`src/rtl/fp_div.sv`:
```
// -----------------------------------------------------------------------------
// fp_div : IEEE-754 single-precision divider, y = a / b
//
// Iterative restoring mantissa divider producing one quotient bit per clock.
// Every operand class, specials included, takes the same number of cycles.
// The result is truncated (round toward zero). Denormal inputs are treated as
// zero, and results that would be denormal flush to signed zero.
//
// Ports
//   clk    in   1   system clock, all state on the rising edge
//   rst    in   1   synchronous reset, active-high (aborts an operation)
//   start  in   1   request, sampled only in IDLE; latches a and b
//   a      in   32  dividend, IEEE-754 single
//   b      in   32  divisor, IEEE-754 single
//   busy   out  1   high from the edge accepting start until the edge raising done
//   done   out  1   one-cycle pulse; y valid from here until the next accepted start
//   y      out  32  quotient, IEEE-754 single
//
// Timing: start accepted at edge E0 -> done is high after edge E0+QBITS+2.
// -----------------------------------------------------------------------------
module fp_div #(
  parameter int          QBITS     = 25,
  parameter logic [31:0] NAN_VALUE = 32'h7FC0_0000
) (
  input  logic        clk,
  input  logic        rst,
  input  logic        start,
  input  logic [31:0] a,
  input  logic [31:0] b,
  output logic        busy,
  output logic        done,
  output logic [31:0] y
);

  typedef enum logic [2:0] {
    S_IDLE  = 3'd0,
    S_SETUP = 3'd1,
    S_DIV   = 3'd2,
    S_NORM  = 3'd3,
    S_DONE  = 3'd4
  } state_t;

  state_t state_reg, state_next;

  // Latched operands
  logic [31:0] a_reg, b_reg;

  // Division datapath
  logic [24:0]       rem_reg;     // partial remainder
  logic [23:0]       mb_reg;      // divisor significand
  logic [24:0]       q_reg;       // quotient bits, MSB first
  logic [4:0]        cnt_reg;     // DIV step counter
  logic signed [9:0] exp_reg;     // biased exponent before normalisation
  logic              sign_reg;
  logic              special_reg; // special-case result overrides NORM
  logic [31:0]       special_val_reg;
  logic [31:0]       y_reg;

  // ---------------------------------------------------------------------------
  // Operand unpack / classification (index 0 = a, index 1 = b)
  // ---------------------------------------------------------------------------
  logic [1:0][31:0] opnd;
  logic [1:0][7:0]  exp_f;
  logic [1:0][23:0] mant;
  logic [1:0]       is_zero;
  logic [1:0]       is_inf;
  logic [1:0]       is_nan;

  assign opnd[0] = a_reg;
  assign opnd[1] = b_reg;

  for (genvar gi = 0; gi < 2; gi++) begin : g_unpack
    assign exp_f[gi]   = opnd[gi][30:23];
    assign mant[gi]    = {1'b1, opnd[gi][22:0]};
    // Exponent 0 covers both true zero and denormals; both behave as zero.
    assign is_zero[gi] = (opnd[gi][30:23] == 8'h00);
    assign is_inf[gi]  = (opnd[gi][30:23] == 8'hFF) && (opnd[gi][22:0] == 23'h0);
    assign is_nan[gi]  = (opnd[gi][30:23] == 8'hFF) && (opnd[gi][22:0] != 23'h0);
  end

  logic              sign_calc;
  logic signed [9:0] exp_calc;
  logic              special_hit;
  logic [31:0]       special_val;

  assign sign_calc = a_reg[31] ^ b_reg[31];
  assign exp_calc  = $signed({2'b00, exp_f[0]}) - $signed({2'b00, exp_f[1]}) + 10'sd127;

  // Special operands, highest priority first.
  always_comb begin
    special_hit = 1'b1;
    special_val = 32'h0;
    if (is_nan[0] || is_nan[1]) begin
      special_val = NAN_VALUE;
    end else if ((is_inf[0] && is_inf[1]) || (is_zero[0] && is_zero[1])) begin
      special_val = NAN_VALUE;
    end else if (is_inf[0]) begin
      special_val = {sign_calc, 8'hFF, 23'h0};
    end else if (is_inf[1]) begin
      special_val = {sign_calc, 31'h0};
    end else if (is_zero[1]) begin
      special_val = {sign_calc, 8'hFF, 23'h0};
    end else if (is_zero[0]) begin
      special_val = {sign_calc, 31'h0};
    end else begin
      special_hit = 1'b0;
    end
  end

  // ---------------------------------------------------------------------------
  // One restoring division step
  // ---------------------------------------------------------------------------
  logic [25:0] diff;
  logic        ge;
  logic [24:0] rem_next;
  logic [24:0] q_next;

  // A 26-bit difference lets the borrow bit decide rem >= mb directly.
  assign diff     = {1'b0, rem_reg} - {2'b00, mb_reg};
  assign ge       = ~diff[25];
  // After a successful subtract the remainder is below mb (< 2^24), so the
  // left shift never loses a significant bit.
  assign rem_next = (ge ? diff[24:0] : rem_reg) << 1;
  assign q_next   = {q_reg[23:0], ge};

  // ---------------------------------------------------------------------------
  // Normalisation of the finished quotient
  // ---------------------------------------------------------------------------
  logic signed [9:0] exp_norm;
  logic [22:0]       frac_norm;
  logic [31:0]       norm_result;

  // q lies in [2^23, 2^25); its top bit tells whether a/b mantissa ratio >= 1.
  assign exp_norm  = q_reg[24] ? exp_reg : (exp_reg - 10'sd1);
  assign frac_norm = q_reg[24] ? q_reg[23:1] : q_reg[22:0];

  always_comb begin
    if (exp_norm >= 10'sd255) begin
      norm_result = {sign_reg, 8'hFF, 23'h0};
    end else if (exp_norm <= 10'sd0) begin
      norm_result = {sign_reg, 31'h0};
    end else begin
      norm_result = {sign_reg, exp_norm[7:0], frac_norm};
    end
  end

  // ---------------------------------------------------------------------------
  // FSM: state register
  // ---------------------------------------------------------------------------
  always_ff @(posedge clk) begin
    if (rst) begin
      state_reg <= S_IDLE;
    end else begin
      state_reg <= state_next;
    end
  end

  // FSM: next-state logic
  always_comb begin
    state_next = state_reg;
    case (state_reg)
      S_IDLE:  if (start) state_next = S_SETUP;
      S_SETUP: state_next = S_DIV;
      S_DIV:   if (cnt_reg == 5'(QBITS - 1)) state_next = S_NORM;
      S_NORM:  state_next = S_DONE;
      S_DONE:  state_next = S_IDLE;
      default: state_next = S_IDLE;
    endcase
  end

  // FSM: outputs
  always_comb begin
    busy = 1'b0;
    done = 1'b0;
    case (state_reg)
      S_SETUP, S_DIV, S_NORM: busy = 1'b1;
      S_DONE:                 done = 1'b1;
      default: ;
    endcase
  end

  // ---------------------------------------------------------------------------
  // Datapath registers
  // ---------------------------------------------------------------------------
  always_ff @(posedge clk) begin
    if (rst) begin
      a_reg           <= 32'h0;
      b_reg           <= 32'h0;
      rem_reg         <= 25'h0;
      mb_reg          <= 24'h0;
      q_reg           <= 25'h0;
      cnt_reg         <= 5'd0;
      exp_reg         <= 10'sd0;
      sign_reg        <= 1'b0;
      special_reg     <= 1'b0;
      special_val_reg <= 32'h0;
      y_reg           <= 32'h0;
    end else begin
      case (state_reg)
        S_IDLE: begin
          if (start) begin
            a_reg <= a;
            b_reg <= b;
          end
        end
        S_SETUP: begin
          // Dividend {ma, 24'b0}: the low zeros are shifted in by the steps,
          // so the remainder starts as ma alone.
          rem_reg         <= {1'b0, mant[0]};
          mb_reg          <= mant[1];
          q_reg           <= 25'h0;
          cnt_reg         <= 5'd0;
          exp_reg         <= exp_calc;
          sign_reg        <= sign_calc;
          special_reg     <= special_hit;
          special_val_reg <= special_val;
        end
        S_DIV: begin
          rem_reg <= rem_next;
          q_reg   <= q_next;
          cnt_reg <= cnt_reg + 5'd1;
        end
        S_NORM: begin
          // Only write of y: the edge entering DONE.
          y_reg <= special_reg ? special_val_reg : norm_result;
        end
        default: ;
      endcase
    end
  end

  assign y = y_reg;

endmodule

```
`config.mk`:
```
export PLATFORM = sky130hd
export DESIGN_NAME = fp_div
export DESIGN_NICKNAME = d
export VERILOG_FILES = /design/src/rtl/fp_div.sv
export SDC_FILE = /design/constraint.sdc
export NUM_CORES = 1
export LEC_CHECK = 0
export CAP_MARGIN = 10
export CORE_MARGIN = 3
export CORE_UTILIZATION = 25
export DETAILED_ROUTE_END_ITERATION = 8
export SYNTH_ARGS = -nofsm -noshare
export SYNTH_HDL_FRONTEND = slang
export SYNTH_SLANG_ARGS = --single-unit
```
`constraint.sdc`:
```
create_clock -name clk -period 7.19 [get_ports clk]
set_input_delay 1.438 -clock clk [delete_from_list [all_inputs] [get_ports clk]]
set_output_delay 1.438 -clock clk [all_outputs]
set_load 0.02 [all_outputs]
```
# After elaboration in Yosys (flattened, before gate mapping)
# Index checks and enable logic that the tools add are counted.
# W data, S select, Z words.
dict set report word_totals {
  inputBits 67
  output_inout_bits 34
  regBits 222
  wordCells 75
}
dict set report classes {
  n_mux 26
  n_lt_le_gt_ge 2
  eq_ne 9
  bitwise_logic 2
  reduce_logical 19
  addsub 5
}
# operator n
set op_table {}
lappend op_table {{$mux W32} 7}
lappend op_table {{$pmux W25 S2} 2}
lappend op_table {{$mux W31} 2}
lappend op_table {{$logic_not A23 Y1} 2}
lappend op_table {{$reduce_bool A23 Y1} 2}
lappend op_table {{$sub A25 B24 Y26} 1}
lappend op_table {{$mux W24} 1}
lappend op_table {{$mux W23} 1}
lappend op_table {{$eq A8 B8 Y1 const B} 2}
lappend op_table {{$logic_not A8 Y1} 2}
lappend op_table {{$pmux W3 S4} 1}
lappend op_table {{$add A9 B8 Y10 const B} 1}
lappend op_table {{$ge A10 B9 Y1 const B} 1}
lappend op_table {{$le A10 B1 Y1 const B} 1}
lappend op_table {{$mux W10} 1}
lappend op_table {{$pmux W5 S2} 1}
lappend op_table {{$sub A10 B2 Y10 const B} 1}
lappend op_table {{$sub A8 B8 Y9} 1}
lappend op_table {{$mux W1} 8}
lappend op_table {{$eq A3 B2 Y1 const B} 2}
lappend op_table {{$logic_and A1 B1 Y1} 6}
lappend op_table {{$mux W3} 2}
lappend op_table {{$add A5 B1 Y5 const B} 1}
lappend op_table {{$eq A5 B5 Y1 const B} 1}
lappend op_table {{10 further kinds} 13}

# Logic depth before layout (Yosys ltp)
# Gate-level depths: netlist of run 1.
dict set report depth {
  word_depth 7
  ltp_mapped 13
  depth_no_buf 12
}

# Worst setup path after synthesis of run 1
# No wires, ideal clock.
dict set report synth_timing {
  path_type {reg2reg}
  from {register exp_reg[0]}
  to {register y_reg[12] (netlist: y[12])}
  required_ns 7.069
  setup_time_ns 0.121
  t_arrival_ns 2.414
  stages_incl_launch_ff 13
  n_path_buf 3
  synth_period_minus_slack_ns 2.535
  slack_ns 4.655
  path_cell_list {dfxtp_1 -> buf_2 -> inv_1 -> ha_1 -> or3b_1 -> buf_6 -> or3_1 -> a211oi_1 -> a41oi_1 -> o31ai_4 -> nand3b_4 -> buf_6 -> o21ai_0}
}
dict set report synth_between {
  elab_chain_len 6
  elab_cells_between_ends 7
  classes_between {add/sub: 1; order compare: 2; mux: 4}
}
# item line_no
set synth_lines {}
lappend synth_lines {{start: declaration} 53} ;# logic signed [9:0] exp_reg;
lappend synth_lines {{start signal: assignment} 213} ;# exp_reg <= exp_calc;
lappend synth_lines {{$sub A10 B2 Y10} 134} ;# assign exp_norm = q_reg[24] ? exp_reg : (exp_reg - 10'sd1);
lappend synth_lines {{$mux W10 (*)} 134}
lappend synth_lines {{$le A10 B1 Y1} 140} ;# end else if (exp_norm <= 10'sd0) begin
lappend synth_lines {{$mux W31} 140}
lappend synth_lines {{$mux W31 (*)} 138} ;# if (exp_norm >= 10'sd255) begin
lappend synth_lines {{$mux W32 (*)} 225} ;# y_reg <= special_reg ? special_val_reg : norm_result;
lappend synth_lines {{end signal: assignment} 225}
lappend synth_lines {{end: declaration} 57} ;# logic [31:0] y_reg;
# Mark *: on every way between the ends. The rest lies on a longest branch, timed or not.
# A chain may end at the register's enable or synchronous reset.

# Worst setup path after layout of run 1
dict set report layout_timing {
  from {register state_reg[1]}
  to {output done}
}
dict set report layout_between {
  elab_chain_len 2
}
# item line_no
set layout_lines {}
lappend layout_lines {{start: declaration} 43} ;# state_t state_reg, state_next;
lappend layout_lines {{start signal: assignment} 154} ;# state_reg <= state_next;
lappend layout_lines {{$eq A3 B3 Y1} 175} ;# case (state_reg)
lappend layout_lines {{$mux W1} 175}
lappend layout_lines {{end: declaration} 31} ;# output logic done,
# No other way between the ends.

==> flow_summary.toml, run 1 <==
[outcome]
status = "completed"

[power_and_ir_drop]
intPower_uw = 2090
switching_share_of_total_power = 0.347
worst_ir_drop_vdd_mv = 0.187
power-per-cell-area_nw_per_um2 = 273
power_frac_comb = 0.312
total_leakage_power_uw = 0.00409
seq_pwr_share = 0.373
net-switching-power_uw = 1110
share_clk_of_total_power = 0.315

[worst_hold_path]
hold_path_end = "y[16]"
hold_path_depth = 2
hp-class = "reg2reg"
min_from = "y[16]"

[placed_design]
numPlacedInstances = 1793
place_hpwl_um = 19000
pre_cts_slack_ps = 3580
globalplace.congestion = 0.854
placement.io_buffers = 100

[grt]
grt_usage = 0.129
grt_antenna_before_repair = 1
grt.overflow.total = 0
grt_max_degree = 71
first_global_vias = 8191
grt_pass1_wl_um = 43300

[setup_path]
r2r.worst_path.cells = 9
timing.rr.end = "rem_reg[6]"
worst_setup_path_start_kind = "flop"
cpMaxStageDelayCell = "clkdlybuf4s50_1"
crit_path_max_fanout = 9
timing.critical_path.max_delay_family = "buffers and inverters"
cp_slowest_stage_delay_ps = 640
critical_path.cell_chain = "nor2_1 > and2_1 > clkdlybuf4s50_1"
ff2ff_setup_slack_ps = 4070
worst-endpoint-arrival_ps = 1830
worstPathRequired_ps = 5750
critical_path.n_buffers_inverters = 1
setup.worst_path.end_class = "primary output"
crit_type = "reg2out"
reg2reg_launch_point = "mb_reg[6]"

[sta]
finClkSkew_ps = 9.84
maxClockFrequency_mhz = 306
hold_viol = 0
fin_tns_setup_ps = 0
relSlewSlack = 0.413
worstMarginPinSlew_ps = 877
final_period_minus_worst_setup_slack_ps = 3270
timing.final.ws_setup_ps = 3920
setup_repair_after_global_routing_missed_its_margin = "false"
setup-violations-final = 0
period_share = 0.455
finalMaxSlewViolations = 0
final.hold.worst_slack_ps = 450

[yosys]
synth_cells = 1257
muxShareOfSynthArea = 0.0279
postSynth.asyncResetShare = 0
yosys_top_cell_by_area = "dfxtp_1"
synth_cell_types = 69
number_of_flip_flops_and_latches_in_the_synthesized_netlist = 193
synth_fa_ha_area_frac = 0.0504
netlist.area_leader.share = 0.397
fraction_of_the_yosys_area_taken_by_sequential_cells = 0.397
yosysWarningCount = 0
synth.avg_cell_area_um2 = 7.75
synth-simple-area-share = 0.221
synth_xor_area_frac = 0.0351
post_synth_main_area_contributors = "dfxtp_1 40%, nand2_1 11%, a21oi_1 7.1%"
ys_dominant_reg_cell = "dfxtp_1"
synth_fp_nets = 1362
synth_enable_flop_cells = 0
syn_area_um2 = 9740
synth_top_family_by_area = "simple AND/OR/NAND/NOR gates"
synth_compound_area_frac = 0.212

[route]
drt_iter0_drc = 555
routed_wirelength_um = 26400
detail_route.first_pass.iterations = 5
route.detailed.wl_per_inst_um = 14.5
via_density_per_instance = 4.78
drc_errors = 0
routed-via-count = 8720
postRouteAntennaNets = 0

[floorplan]
start_util = 0.256
ios = 101
dieArea_um2 = 41400
total_number_of_placement_rows = 71
core_area_um2 = 38000
die_width_um = 203
die_boundary_height_um = 203

[clocking]
numCtsBuffers = 17
clock_tree_from_tritoncts = "yes"
clock_tree.buffer_depth = 2
ctsHtreeMaxLevel = 4
tritoncts_num_sinks = 193
ctsResizeCount = 0
cts_hold_repair.buffers = 0
cts.clk_slew.worst_paths_ps = 70
cts.repair_timing.setup_buffer_count = 0
clock_latency_ps = 440
clk_root_buffer_cell = "clkbuf_16"

[cells_and_area]
antenna_diodes = 0
final-instance-count-excl-fill = 1825
layout-drive-gt1-share = 0.0472
flow.area_growth_from_synthesis_pct = 20.3
design.final.nets = 1406

[job]
timing.max_cap.violations = 0
placed cells by master (no fill, tap or decap), drive strengths merged, types with 26 or more instances in the layout:
cell type	n
nand2	295
dfxtp	193
a21oi	140
clkdlybuf4s50	99
nor2	90
inv	53
o21ai	50
ha	36
a22oi	28
mux2i	26
Yosys cell counts, types with 5 or more instances:
master    number
nand3b_1       5
a31oi_1       23
clkbuf_1      66
dfxtp_1      193
o211ai_1       9
o21a_1         5
a21oi_1      139
o311a_1       12
ha_1          36
nand4_1       12
o21ai_0       44
a211oi_1      20
a22oi_1       28
nand2_1      295
nand2b_1       8
o21ai_1        6
inv_1         49
xor2_1        18
mux2i_1       26
nor2_1        90
buf_2          5
or4_1          5
buf_1          6
nor3_1        11
nand3_1       17
xnor2_1       21
nor2b_1        7
and2_1         7
nor4_1        19
layout make-up:
cell class / instances / area (um^2)
inverter: 49 / 184
timing repair buffer: 110 / 1070
sequential: 193 / 3860
multi-input combinational: 930 / 5340
tap: 511 / 639
clock buffer: 19 / 443
clock inverter: 13 / 175
fill: 4160 / 26300
stage by stage:
| step | util | area (um^2) | total power (uW) |
|---|---|---|---|
| 2_1_floorplan | - | 9740 | 1960 |
| 3_3_place_gp | 0.292 | 11100 | 2190 |
| 3_5_place_dp | 0.292 | 11100 | 2200 |
| 4_1_cts | 0.308 | 11700 | 3220 |
| 5_1_grt | 0.308 | 11700 | 3390 |
| 6_report | 0.308 | 11700 | 3200 |
worst register-to-register path, cell delays in order, from the launching register on:
cell and delay [ps]:
dfxtp_1 330, inv_1 40, ha_1 340, a21o_1 210, nand2b_1 160, o21ai_0 460
a211o_1 270, o2111ai_2 410, buf_4 400, o311a_1 380
logic make-up after synthesis:
kind of cell	Yosys count
and+or+nand+nor	496
AOI/OAI and AO/OA	330
DFF	193
buffers and inverters	134
xor gates and xnor gates	39
adders and majority gates	38
muxes	27
how the worst max path moves through the flow:
| stage | from | endpoint | cells past startpoint |
|---|---|---|---|
| floorplan | exp_reg[0] | y[12] | 12 |
| global placement | rst | rem_reg[21] | 6 |
| detailed placement | rst | rem_reg[6] | 5 |
| CTS | state_reg[1] | done | 3 |
| global route | state_reg[1] | done | 3 |
| finish | state_reg[1] | done | 3 |
routing by layer:
layer  up-vias  track usage  wire length [um]
met5         -            0                 8
met4         2       0.0396               450
met3        29       0.0249              1150
met2       183        0.199             11600
met1      4046        0.182             13200
li1       4460            -                 -
power by group through the flow:
stage               registers [uW]  clock network, uW  logic [uW]
finish                        1190               1010         997
global route                  1200               1080        1110
CTS                           1190               1040         992
detailed placement            1220                  0         988
global placement              1210                  0         980
floorplan                     1190                  0         769
(Power assumes the default switching activity.)
==> run 2, diff against run 1 <==
==> constraint.sdc (replaced) <==
create_clock -name clk -period 3.1 [get_ports clk]
set_input_delay 0.62 -clock clk [delete_from_list [all_inputs] [get_ports clk]]
set_output_delay 0.62 -clock clk [all_outputs]
set_load 0.02 [all_outputs]
==> run 2 against run 1 <==
Compared with the run above:
- die area unchanged
- setup slack worse by 3600 ps
- non-clock buffer count up 13
- first-iteration DRC count up 2.9%
- via count about the same
- critical path type is now reg2reg
- largest power group unchanged
- sequential power up 130%
- power up 130%
==> flow_summary.toml, run 2 (synthesis gave the netlist of run 1 again) <==
[worst_hold_path]
min_from = "y[13]"
hold_path_end = "y[13]"
hold_path_depth = 2
hp-class = "reg2reg"

[setup_path]
ff2ff_setup_slack_ps = 280
r2r.worst_path.cells = 12
crit_path_max_fanout = 4
worst_path_most_repeated_cell = "a21oi_1"
reg2reg_launch_point = "a_reg[23]"
crit_type = "reg2reg"
cp_slowest_stage_delay_ps = 520
timing.rr.end = "exp_reg[7]"
worst_setup_path_start_kind = "flop"
setup.worst_path.end_class = "flop"
critical_path.cell_chain = "inv_1 > ha_1 > inv_1 > fa_1 > a21oi_1 > o211ai_1 > a21oi_1 > xor2_1 > nor4bb_1 > xor2_1 > nand2_1 > a21oi_1"
worstPathRequired_ps = 3470
cpMaxStageDelayCell = "nor4bb_1"
worst-endpoint-arrival_ps = 3190

[placed_design]
globalplace.congestion = 0.870
pre_cts_slack_ps = 315
place_hpwl_um = 19600
placedInstanceArea_um2 = 11300
placement.io_buffers = 100

[grt]
first_global_vias = 8207
globalRoute.busiestLayer = "met2"
met2_usage = 0.202
grt_pass1_wl_um = 42800
grt_usage = 0.127
grt.overflow.total = 0
grt_use_met3 = 0.0252
grt_antenna_before_repair = 1
globalRouteMet1Util = 0.176
grt_max_degree = 88

[outcome]
status = "completed"

[clocking]
clock_tree.buffer_depth = 2
cts_hold_repair.buffers = 0
clk_root_buffer_cell = "clkbuf_16"
numCtsBuffers = 17
clock_tree_from_tritoncts = "yes"
cts.clk_slew.worst_paths_ps = 70
tritoncts_num_sinks = 193
clock_latency_ps = 440
ctsHtreeMaxLevel = 4

[sta]
setup-violations-final = 0
maxClockFrequency_mhz = 354
hold_viol = 0
fin_tns_setup_ps = 0
setup_repair_after_global_routing_missed_its_margin = "false"
worstMarginPinSlew_ps = 1040
timing.final.ws_setup_ps = 277
final_period_minus_worst_setup_slack_ps = 2820
finalMaxSlewViolations = 0
relSlewSlack = 0.307
finClkSkew_ps = 10.4
period_share = 0.911

[cells_and_area]
final_core_utilization = 0.311
design.final.nets = 1419
final_cell_mix = "294 x nand2_1, 192 x dfxtp_1, 139 x a21oi_1"
flow.area_growth_from_synthesis_pct = 21.4
layout-drive-gt1-share = 0.0565
nFillCells = 4164
final_common_cell = "nand2_1"
antenna_diodes = 0
final_cell_area_um2 = 11800

[power_and_ir_drop]
share_clk_of_total_power = 0.288
worst_ir_drop_vdd_mv = 0.433
total_leakage_power_uw = 0.00414
switching_share_of_total_power = 0.360
power-per-cell-area_nw_per_um2 = 617
net-switching-power_uw = 2620
seq_pwr_share = 0.379
power_frac_comb = 0.333
intPower_uw = 4670

[route]
routed-via-count = 8719
via_density_per_instance = 4.74
routed_wirelength_um = 26400
drc_errors = 0
route.detailed.wl_per_inst_um = 14.3
detail_route.first_pass.iterations = 5
drt_iter0_drc = 571
postRouteAntennaNets = 0

[floorplan]
ios = 101
die_boundary_height_um = 203
total_number_of_placement_rows = 71
core_area_um2 = 38000
start_util = 0.256
dieArea_um2 = 41400
die_width_um = 203

[job]
timing.max_cap.violations = 0
==> run 2: cell count changes in the layout (fill, tap and decap cells not counted), sizes merged <==
cell | before | now
buf | 11 | 24
bufinv | 3 | 0
clkinvlp | 0 | 3
inv | 53 | 56
clkinv | 6 | 4
clkbuf | 19 | 18
==> run 2: how the worst max path moves through the flow <==
stage / slack (ps) / startpoint / cells past startpoint / endpoint
2_1_floorplan: 560 / exp_reg[0] / 12 / y[12]
3_3_place_gp: 390 / mb_reg[19] / 11 / rem_reg[16]
3_5_place_dp: 320 / a_reg[23] / 12 / exp_reg[7]
4_1_cts: 290 / a_reg[23] / 12 / exp_reg[7]
5_1_grt: 20 / b_reg[23] / 11 / exp_reg[7]
6_report: 280 / a_reg[23] / 12 / exp_reg[7]
==> run 2: through the flow <==
stage / instances / power [uW] / hold slack (ps)
3_5_place_dp: 1806 / 5230 / 444
4_1_cts: 1838 / 7340 / 456
3_3_place_gp: 1806 / 5220 / 435
6_report: 1838 / 7300 / 451
2_1_floorplan: 1257 / 4540 / 435
5_1_grt: 1838 / 7760 / 472
==> run 2: cell type report <==
class | count | area, um^2 | share of cell area
Clock buffer | 18 | 429 | 0.0363
Tap cell | 511 | 639 | 0.0541
Inverter | 49 | 184 | 0.0156
Multi-Input combinational cell | 930 | 5340 | 0.451
Clock inverter | 14 | 124 | 0.0105
Timing Repair Buffer | 123 | 1250 | 0.105
Sequential cell | 193 | 3860 | 0.327
==> run 2: routing by layer <==
| layer | part of all wire | wire length [um] | up-vias |
|---|---|---|---|
| li1 | - | - | 4491 |
| met1 | 0.50 | 13100 | 4041 |
| met2 | 0.45 | 11800 | 166 |
| met3 | 0.041 | 1080 | 21 |
| met4 | 0.014 | 376 | 0 |
| met5 | 0 | 0 | - |
==> run 2: timing repair <==
action	in CTS	in global routing
resized for setup	0	1
setup buffers	0	0
setup endpoints to repair	0	1
endpoints found under the hold margin	0	0
==> run 2: worst max-delay path: cells and delay by family, from the launching register on <==
kind	cells	cell delay (ps)
buffers and inverters	2	110
AOI/OAI and AO/OA	4	710
DFF	1	330
xor gates and xnor gates	2	450
adders and majority gates	2	550
and+or+nand+nor	2	590
==> run 2: power groups by stage <==
stage               registers [uW]  logic, uW  clock network [uW]
finish                        2770       2430                2100
global route                  2790       2700                2280
CTS                           2770       2420                2160
detailed placement            2820       2410                   0
global placement              2820       2400                   0
floorplan                     2760       1780                   0
==> run 3, diff against run 2 <==
--- a/config.mk
+++ b/config.mk
@@ -7,7 +7,7 @@
 export LEC_CHECK = 0
 export CAP_MARGIN = 10
 export CORE_MARGIN = 3
-export CORE_UTILIZATION = 25
+export CORE_UTILIZATION = 40
 export DETAILED_ROUTE_END_ITERATION = 8
 export SYNTH_ARGS = -nofsm -noshare
 export SYNTH_HDL_FRONTEND = slang
==> run 3 against run 2 <==
Compared with the run above:
- sequential share of layout area rose by 0.43 points
- clock power rose by 11%
- non-clock buffer count rose by 3
- final cell count fell by 10%
- critical path depth fell by 1
- routed wire length fell by 4.9%
- largest power group unchanged
==> flow_summary.toml, run 3 (synthesis gave the netlist of run 1 again) <==
[outcome]
status = "completed"

[cells_and_area]
flow.area_growth_from_synthesis_pct = 19.8
nFillCells = 2435
final_cell_mix = "294 x nand2_1, 193 x dfxtp_1, 138 x a21oi_1"
antenna_diodes = 0
design.final.nets = 1422
layout-drive-gt1-share = 0.0579
multi_input_comb_area_um2 = 5340
final_common_cell = "nand2_1"
final_core_utilization = 0.493
sequential_cell_area_in_the_final_layout_um2 = 3860

[grt]
grt_max_degree = 103
grt_pass1_wl_um = 41300
first_global_vias = 8022
grt_usage = 0.190
grt.overflow.total = 0
grt_antenna_before_repair = 0

[route]
routed_wirelength_um = 25100
drc_errors = 0
postRouteAntennaNets = 0
drt_iter0_drc = 551
detail_route.first_pass.iterations = 5
via_density_per_instance = 5.28
route.detailed.wl_per_inst_um = 15.2
routed-via-count = 8708

[setup_path]
r2r.worst_path.cells = 11
cp_slowest_stage_delay_ps = 510
reg2reg_launch_point = "rem_reg[0]"
critical_path.startpoint = "rem_reg[0]"
ff2ff_setup_slack_ps = 220
setup.worst_path.end_class = "flop"
crit_path_max_fanout = 3
worst-endpoint-arrival_ps = 3180
worst_path_most_repeated_cell = "a21oi_1"
cpMaxStageDelayCell = "o41ai_1"
critPathCapture = "rem_reg[21]"
crit_type = "reg2reg"
timing.rr.end = "rem_reg[21]"
critical_path.cell_chain = "inv_1 > ha_1 > fa_1 > nand2b_1 > a21oi_1 > o21ai_0 > nand2_1 > a21oi_1 > o41ai_1 > xnor2_1 > a31oi_1"
worstPathRequired_ps = 3400
worst_setup_path_start_kind = "flop"

[sta]
timing.final.ws_setup_ps = 222
maxClockFrequency_mhz = 348
relSlewSlack = 0.334
finClkSkew_ps = 14.0
hold_viol = 0
period_share = 0.928
finalMaxSlewViolations = 0
final_period_minus_worst_setup_slack_ps = 2880
fin_tns_setup_ps = 0
setup-violations-final = 0
worstMarginPinSlew_ps = 999
setup_repair_after_global_routing_missed_its_margin = "false"

[clocking]
clock_tree.buffer_depth = 2
cts_hold_repair.buffers = 0
clock_tree_from_tritoncts = "yes"
cts.repair_timing.setup_buffer_count = 0
clk_root_buffer_cell = "clkbuf_16"
tritoncts_num_sinks = 193
clock_latency_ps = 440
ctsHtreeMaxLevel = 4
ctsResizeCount = 0
numCtsBuffers = 17
cts.clk_slew.worst_paths_ps = 80

[floorplan]
total_number_of_placement_rows = 56
die_boundary_height_um = 162
core_area_um2 = 23700
ios = 101
start_util = 0.411
dieArea_um2 = 26300
die_width_um = 162

[placed_design]
placement.io_buffers = 100
pre_cts_slack_ps = 280
globalplace.congestion = 0.849
place_hpwl_um = 18200

[job]
timing.max_cap.violations = 0

[power_and_ir_drop]
worst_ir_drop_vdd_mv = 0.352
total_leakage_power_uw = 0.00418
power-per-cell-area_nw_per_um2 = 646

[worst_hold_path]
hp-class = "reg2reg"
==> run 3: cell count changes in the layout (fill, tap and decap cells not counted), moves of 2 or more <==
| cell | change |
|---|---|
| inv_8 | -3 |
| inv_12 | +4 |
| clkinv_8 | +5 |
| clkinvlp_4 | -3 |
| clkinv_2 | -2 |
| buf_4 | +5 |
| buf_12 | -2 |
==> run 3: worst max-delay path: cells and delay by family (launching register included) <==
kind,cells,cell delay [ps]
buf+inv,1,50
simple gates,2,340
xor+xnor,1,180
fa+ha+maj,2,610
compound gates,5,1210
flops,1,360
==> run 3: routing by layer <==
| layer | vias up | track usage | share of wire |
|---|---|---|---|
| met5 | - | 0 | 0 |
| met4 | 0 | 0.0376 | 0.0059 |
| met3 | 11 | 0.0372 | 0.042 |
| met2 | 175 | 0.308 | 0.46 |
| met1 | 4028 | 0.267 | 0.49 |
| li1 | 4494 | - | - |
==> run 3: area by class of cell <==
type / instances / area share
tap: 319 / 0.0342
multi-input combinational: 930 / 0.458
timing repair buffer: 126 / 0.107
clock inverter: 15 / 0.0184
clock buffer: 17 / 0.0364
inverter: 49 / 0.0158
sequential: 193 / 0.331
==> run 3: report_power, final <==
group          total (uW)  internal, uW  leakage [uW]  switching [uW]
combinational        2450          1000       0.00231            1450
clock                2330          1140      0.000308            1200
sequential           2760          2620       0.00157             141
total                7540          4760       0.00418            2780
==> run 3: per-stage QoR <==
step | hold slack (ps) | cell area [um^2] | cells | power [uW]
3_3_place_gp | 437 | 11000 | 1617 | 5260
6_report | 453 | 11700 | 1649 | 7540
2_1_floorplan | 435 | 9740 | 1257 | 4540
5_1_grt | 475 | 11700 | 1649 | 8000
3_5_place_dp | 443 | 11000 | 1617 | 5250
4_1_cts | 456 | 11700 | 1649 | 7590
==> run 3: worst min-delay path by stage <==
stage | startpoint | slack [ps] | depth (start not counted) | end
floorplan | mb_reg[23] | 440 | 2 | mb_reg[23]
global placement | y[15] | 440 | 2 | y[15]
detailed placement | y[11] | 440 | 2 | y[11]
CTS | y[16] | 460 | 2 | y[16]
global route | mb_reg[3] | 470 | 2 | mb_reg[3]
finish | mb_reg[10] | 450 | 2 | mb_reg[10]
